`config.mk`:
```
export PLATFORM = sky130hd
export DESIGN_NAME = span_cme_sequencer
export DESIGN_NICKNAME = d
export VERILOG_FILES = /design/src/rtl/span_pkg.sv /design/src/rtl/span_cme_sequencer.sv
export SDC_FILE = /design/constraint.sdc
export NUM_CORES = 1
export LEC_CHECK = 0
export BUFFER_PORTS_ARGS = -buffer_cell sky130_fd_sc_hd__buf_2
export CAP_MARGIN = 20
export CORE_MARGIN = 4
export CORE_UTILIZATION = 50
export DETAILED_ROUTE_END_ITERATION = 7
export PLACE_DENSITY_LB_ADDON = 0.25
export SLEW_MARGIN = 20
export SYNTH_ARGS = -nofsm -noshare
export SYNTH_HDL_FRONTEND = slang
export SYNTH_SLANG_ARGS = --single-unit
```
`constraint.sdc`:
```
create_clock -name clk -period 2.7 [get_ports clk]
set_input_delay 0.54 -clock clk [delete_from_list [all_inputs] [get_ports clk]]
set_output_delay 0.54 -clock clk [all_outputs]
set_load 0.01 [all_outputs]
```
`src/rtl/span_pkg.sv`:
```
// ---------------------------------------------------------------------------
// span_pkg
// Shared definitions for the span_cme register map and for the sequencer
// that feeds it.
//   OFF_*         span_cme register offsets (word k of a portfolio lands at
//                 offset k; OFF_CLEAR is unmapped and re-arms start flags)
//   seq_state_t   sequencer FSM states
// ---------------------------------------------------------------------------
package span_pkg;

    localparam logic [5:0] OFF_PSR           = 6'd0;
    localparam logic [5:0] OFF_POS_LAST      = 6'd8;
    localparam logic [5:0] OFF_OUTRIGHT_LAST = 6'd28;
    localparam logic [5:0] OFF_INTER_RATE    = 6'd33;
    localparam logic [5:0] OFF_CLEAR         = 6'd34;

    typedef enum logic [2:0] {
        IDLE,
        CLEAR,
        LOAD,
        DRAIN,
        SETTLE,
        READ,
        CAPTURE,
        OUT
    } seq_state_t;

endpackage

```
`src/rtl/span_cme_sequencer.sv`:
```
// ---------------------------------------------------------------------------
// span_cme_sequencer
// Replays one portfolio (a stream of NUM_WORDS 16-bit words) as register
// writes on the span_cme bus, waits for the engines to settle, reads back the
// initial margin and offers it on a valid/ready port. Portfolios may follow
// each other back to back.
//
// Ports
//   clk, reset                      clock; synchronous active-low reset
//   in_data/in_valid/in_last        portfolio word stream
//   in_ready                        word accepted this cycle (LOAD, DRAIN)
//   cme_chipselect/write/read       span_cme bus strobes (registered)
//   cme_offset/cme_writeData        span_cme address/data (registered)
//   cme_readData                    span_cme read data (registered there)
//   margin_out/margin_valid         completed margin, held until accepted
//   margin_ready                    consumer accepts margin_out
//   busy                            high whenever the FSM is not IDLE
//   frame_err                       one-cycle pulse on a short or long frame
// ---------------------------------------------------------------------------
module span_cme_sequencer
    import span_pkg::*;
#(
    parameter int NUM_WORDS     = 34,
    parameter int CLEAR_OFFSET  = 34,
    parameter int SETTLE_CYCLES = 16
) (
    input  logic        clk,
    input  logic        reset,
    input  logic [15:0] in_data,
    input  logic        in_valid,
    input  logic        in_last,
    output logic        in_ready,
    output logic        cme_chipselect,
    output logic        cme_write,
    output logic        cme_read,
    output logic [5:0]  cme_offset,
    output logic [15:0] cme_writeData,
    input  logic [15:0] cme_readData,
    output logic [15:0] margin_out,
    output logic        margin_valid,
    input  logic        margin_ready,
    output logic        busy,
    output logic        frame_err
);

    localparam logic [5:0] LAST_CNT    = 6'(NUM_WORDS - 1);
    localparam logic [5:0] CLR_OFF     = 6'(CLEAR_OFFSET);
    localparam logic [7:0] SETTLE_LOAD = 8'(SETTLE_CYCLES);

    seq_state_t  state_r, state_s;
    logic [5:0]  cnt_r, cnt_s;
    logic [7:0]  settle_r, settle_s;
    logic        cs_r, cs_s;
    logic        wr_r, wr_s;
    logic        rd_r, rd_s;
    logic [5:0]  off_r, off_s;
    logic [15:0] wdata_r, wdata_s;
    logic [15:0] margin_r, margin_s;
    logic        mvalid_r, mvalid_s;
    logic        ferr_r, ferr_s;

    // Words are only taken while loading or draining, so a new portfolio
    // waits in IDLE/CLEAR and behind an undelivered result.
    assign in_ready       = (state_r == LOAD) || (state_r == DRAIN);
    assign busy           = (state_r != IDLE);
    assign cme_chipselect = cs_r;
    assign cme_write      = wr_r;
    assign cme_read       = rd_r;
    assign cme_offset     = off_r;
    assign cme_writeData  = wdata_r;
    assign margin_out     = margin_r;
    assign margin_valid   = mvalid_r;
    assign frame_err      = ferr_r;

    // Next-state and next-output logic; bus strobes default to idle so the
    // registered bus carries at most one strobe per cycle.
    always_comb begin
        state_s  = state_r;
        cnt_s    = cnt_r;
        settle_s = settle_r;
        cs_s     = 1'b0;
        wr_s     = 1'b0;
        rd_s     = 1'b0;
        off_s    = 6'd0;
        wdata_s  = 16'd0;
        margin_s = margin_r;
        mvalid_s = mvalid_r;
        ferr_s   = 1'b0;
        case (state_r)
            IDLE: begin
                // The pending word is left on the input; only the clear
                // write is launched so it shows up while in CLEAR.
                if (in_valid) begin
                    state_s = CLEAR;
                    cs_s    = 1'b1;
                    wr_s    = 1'b1;
                    off_s   = CLR_OFF;
                end else begin
                    state_s = IDLE;
                end
            end
            CLEAR: begin
                state_s = LOAD;
                cnt_s   = OFF_PSR;
            end
            LOAD: begin
                if (in_valid) begin
                    if (in_last && (cnt_r != LAST_CNT)) begin
                        // Short frame: the final word is dropped.
                        ferr_s  = 1'b1;
                        state_s = IDLE;
                    end else begin
                        cs_s    = 1'b1;
                        wr_s    = 1'b1;
                        off_s   = cnt_r;
                        wdata_s = in_data;
                        cnt_s   = cnt_r + 6'd1;
                        if (cnt_r == LAST_CNT) begin
                            if (in_last) begin
                                settle_s = SETTLE_LOAD;
                                state_s  = SETTLE;
                            end else begin
                                // Long frame: keep the full map, skip the rest.
                                ferr_s  = 1'b1;
                                state_s = DRAIN;
                            end
                        end else begin
                            state_s = LOAD;
                        end
                    end
                end else begin
                    state_s = LOAD;
                end
            end
            DRAIN: begin
                if (in_valid && in_last) begin
                    state_s = IDLE;
                end else begin
                    state_s = DRAIN;
                end
            end
            SETTLE: begin
                // The read is launched from here so it lands in READ; the
                // entry cycle overlaps the last write, giving SETTLE_CYCLES
                // fully idle cycles before the read.
                if (settle_r == 8'd0) begin
                    state_s = READ;
                    cs_s    = 1'b1;
                    rd_s    = 1'b1;
                end else begin
                    settle_s = settle_r - 8'd1;
                end
            end
            READ: begin
                state_s = CAPTURE;
            end
            CAPTURE: begin
                margin_s = cme_readData;
                mvalid_s = 1'b1;
                state_s  = OUT;
            end
            OUT: begin
                if (margin_ready) begin
                    mvalid_s = 1'b0;
                    state_s  = IDLE;
                end else begin
                    state_s = OUT;
                end
            end
            default: begin
                state_s = IDLE;
            end
        endcase
    end

    // State and output registers with synchronous active-low reset.
    always_ff @(posedge clk) begin
        if (!reset) begin
            state_r  <= IDLE;
            cnt_r    <= 6'd0;
            settle_r <= 8'd0;
            cs_r     <= 1'b0;
            wr_r     <= 1'b0;
            rd_r     <= 1'b0;
            off_r    <= 6'd0;
            wdata_r  <= 16'd0;
            margin_r <= 16'd0;
            mvalid_r <= 1'b0;
            ferr_r   <= 1'b0;
        end else begin
            state_r  <= state_s;
            cnt_r    <= cnt_s;
            settle_r <= settle_s;
            cs_r     <= cs_s;
            wr_r     <= wr_s;
            rd_r     <= rd_s;
            off_r    <= off_s;
            wdata_r  <= wdata_s;
            margin_r <= margin_s;
            mvalid_r <= mvalid_s;
            ferr_r   <= ferr_s;
        end
    end

endmodule
```
==> results_dict.tcl <==
set metrics [dict create \
    status "finished, final reports clean" \
    synth_cells 269 \
    p_seq_share_pct 50.1 \
    clock_latency_ps 330 \
    syn_area_per_cell_sq_um 9.08 \
    arrival_ps 2530 \
    port_buffers 81 \
    clock-root-buffer "clkbuf_8" \
    synth_area_sq_mm 0.00244 \
    ys_warn_count 0 \
    post-place-ws_ps 444 \
    cts_tree "yes" \
    die_area_sq_mm 0.00607 \
    fin_area_sq_mm 0.00309 \
    finClkSkew_ps 4.88 \
    min_period_ps 2320 \
    clk_pin_slew_ps 70 \
    final_max_slew_viol_count 0 \
    hp-class "input port to flop" \
    drc 0 \
    cts_buffers 9 \
    power_switching_share_pct 23.7 \
    grt_pass1_vias 2115 \
    cts_max_level 3 \
    p_comb_share_pct 5.9 \
    fp.dieW_um 77.9 \
    ir_drop_mv 0.279 \
    utilization_pct 65.4 \
    hold_ws_ps 436 \
    final_antenna_net_count 0 \
    diodes 0 \
    async_reset_ff_share_pct 0 \
    die_h_um 77.9 \
    grtUsageTotal_pct 19.8 \
    dp_cells 405 \
    path_max_fanout 6 \
    ctsHoldBuffers 0 \
    met2_usage_pct 31.1 \
    post_cts_buffers 0 \
    synth_edf_count 0 \
    layout-drive-gt1-share_pct 31.4 \
    finalSetupViolCount 0 \
    fin_crit_sh_pct 86.0 \
    grt_max_degree 32 \
    antenna_found_initial 0 \
    clock_power_share_pct 44.1 \
    placed_area_sq_mm 0.00289 \
    drt-pass1-iter-count 4 \
    rsz0062_at_grt "no" \
    final_cell_mix "buf_2 (81), dfxtp_1 (60), nand2_1 (49), a21oi_1 (27), and3_1 (17)" \
    p_total_mw 1.83 \
    netSwitchingPower_mw 0.433 \
    tightest_slew_ps 768 \
    seq_area_frac_synth_pct 49.2 \
    final_net_count 394 \
    crit_required_ps 2910 \
    yosys_most_used_dff "dfxtp_1" \
    final_cells 421 \
    gp_congestion 0.811 \
    max_freq_mhz 431 \
    ios 82 \
    grt_use_met1_pct 25.1 \
    synth_seq_cells 60 \
    power_density_mw_per_mm2 591 \
    area_delta_synth_final_pct 26.5 \
    fin_ws_ps 378 \
    final_common_cell "buf_2" \
    worst-setup-path-type "flop to flop" \
    dp_hpwl_um 3950 \
    grt_overflow 0 \
    start_kind "flop" \
    finalSetupTns_ps 0 \
    drt-vias-per-instance 5.17 \
    synth_cell_type_count 48 \
    grt_busiest_layer "met2" \
    hold_viol 0 \
    p_leak_nw 1.43 \
    coreArea_sq_mm 0.00472 \
    slew_headroom_pct 48.7 \
    syn_nets 314 \
    route.vias.total 2177 \
    rows 25 \
    cts_buffer_depth 2 \
    max_cap_viol_count 0 \
    grt_util_met3_pct 4.99 \
    end_kind "flop" \
    p_int_mw 1.39 \
    drtIter0Drc 127 \
    wirelength_um 5650 \
    start_util_pct 51.7 \
    cts-resized-gates 0 \
    grt_pass1_wl_um 9640 \
    cts.sinks 60 \
    wl_per_cell_um 13.4 \
]
[critical path: stages (launching register included)]
cell       delay (ps)
dfxtp_1           420
ha_1              180
nor2b_1           190
nand2_1           120
ha_1              240
nand4bb_1         360
a2111oi_2         480
xnor2_1           160
nor2_1             50
[cells in the mapped netlist (all sizes together) (2+ instances only)]
master	number	area (sq um)
inv	8	30.0
o2bb2ai	2	17.5
nand3	7	35.0
a211oi	5	37.5
or3	3	20.0
o21a	2	15.0
nor4	3	25.0
nor3b	8	65.1
nand2	49	184
nor4b	2	17.5
xnor2	4	35.0
a2111oi	2	30.0
ha	8	100
clkbuf	8	30.0
buf	8	42.5
nor2b	4	25.0
or4	3	26.3
a21oi	28	151
nor2	11	41.3
dfxtp	60	1200
and3	17	106
o32ai	2	17.5
o21ai	7	35.0
[layout make-up]
cell class | count | area (sq um)
timing repair buffer | 85 | 435
multi-input combinational | 185 | 1140
clock inverter | 6 | 63.8
inverter | 8 | 30.0
fill | 407 | 1630
clock buffer | 10 | 138
sequential | 60 | 1200
tap | 67 | 83.8
[registers in the layout, summed over array words and instances (netlist names)]
signal,count
cme_read,1
settle_r,8
cnt_r,6
cme_write,1
margin_out,16
margin_valid,1
cme_writeData,16
state_r,3
frame_err,1
cme_chipselect,1
cme_offset,6
[path summary, 6_finish.rpt]
check | slack [ps] | depth (start not counted) | end | startpoint
setup / recovery | 380 | 8 | cnt_r[5]$_SDFFE_PN0P_ | cnt_r[0]$_SDFFE_PN0P_
hold / removal | 440 | 2 | cme_writeData[8]$_SDFF_PP0_ | in_data[8]
setup reg to reg | 380 | 8 | cnt_r[5]$_SDFFE_PN0P_ | cnt_r[0]$_SDFFE_PN0P_
hold reg to reg | 450 | 2 | margin_out[11]$_SDFFE_PN0P_ | margin_out[11]$_SDFFE_PN0P_
[power by group through the flow]
stage	combinational [mW]	sequential [mW]	clock, mW
floorplan	0.0638	0.925	0
global placement	0.107	0.934	0
detailed placement	0.107	0.934	0
CTS	0.108	0.914	0.826
global route	0.119	0.916	0.874
finish	0.107	0.914	0.804
[routing by layer]
layer / vias up / wire (um) / share of wire [%]
met5: - / 0 / 0
met4: 0 / 102 / 1.8
met3: 8 / 441 / 7.8
met2: 85 / 2530 / 45
met1: 982 / 2570 / 46
li1: 1102 / - / -
[kinds of logic (layout without fill, tap and decap cells)]
| group | Yosys count | in the layout | share of synthesized area (%) |
|---|---|---|---|
| simple gates | 116 | 116 | 25.2 |
| flops | 60 | 60 | 49.2 |
| compound gates | 56 | 56 | 15.5 |
| buf+inv | 24 | 109 | 4.20 |
| fa+ha+maj | 8 | 8 | 4.10 |
| xor+xnor | 5 | 5 | 1.79 |
Note: power is estimated with default switching activity, not from simulation.
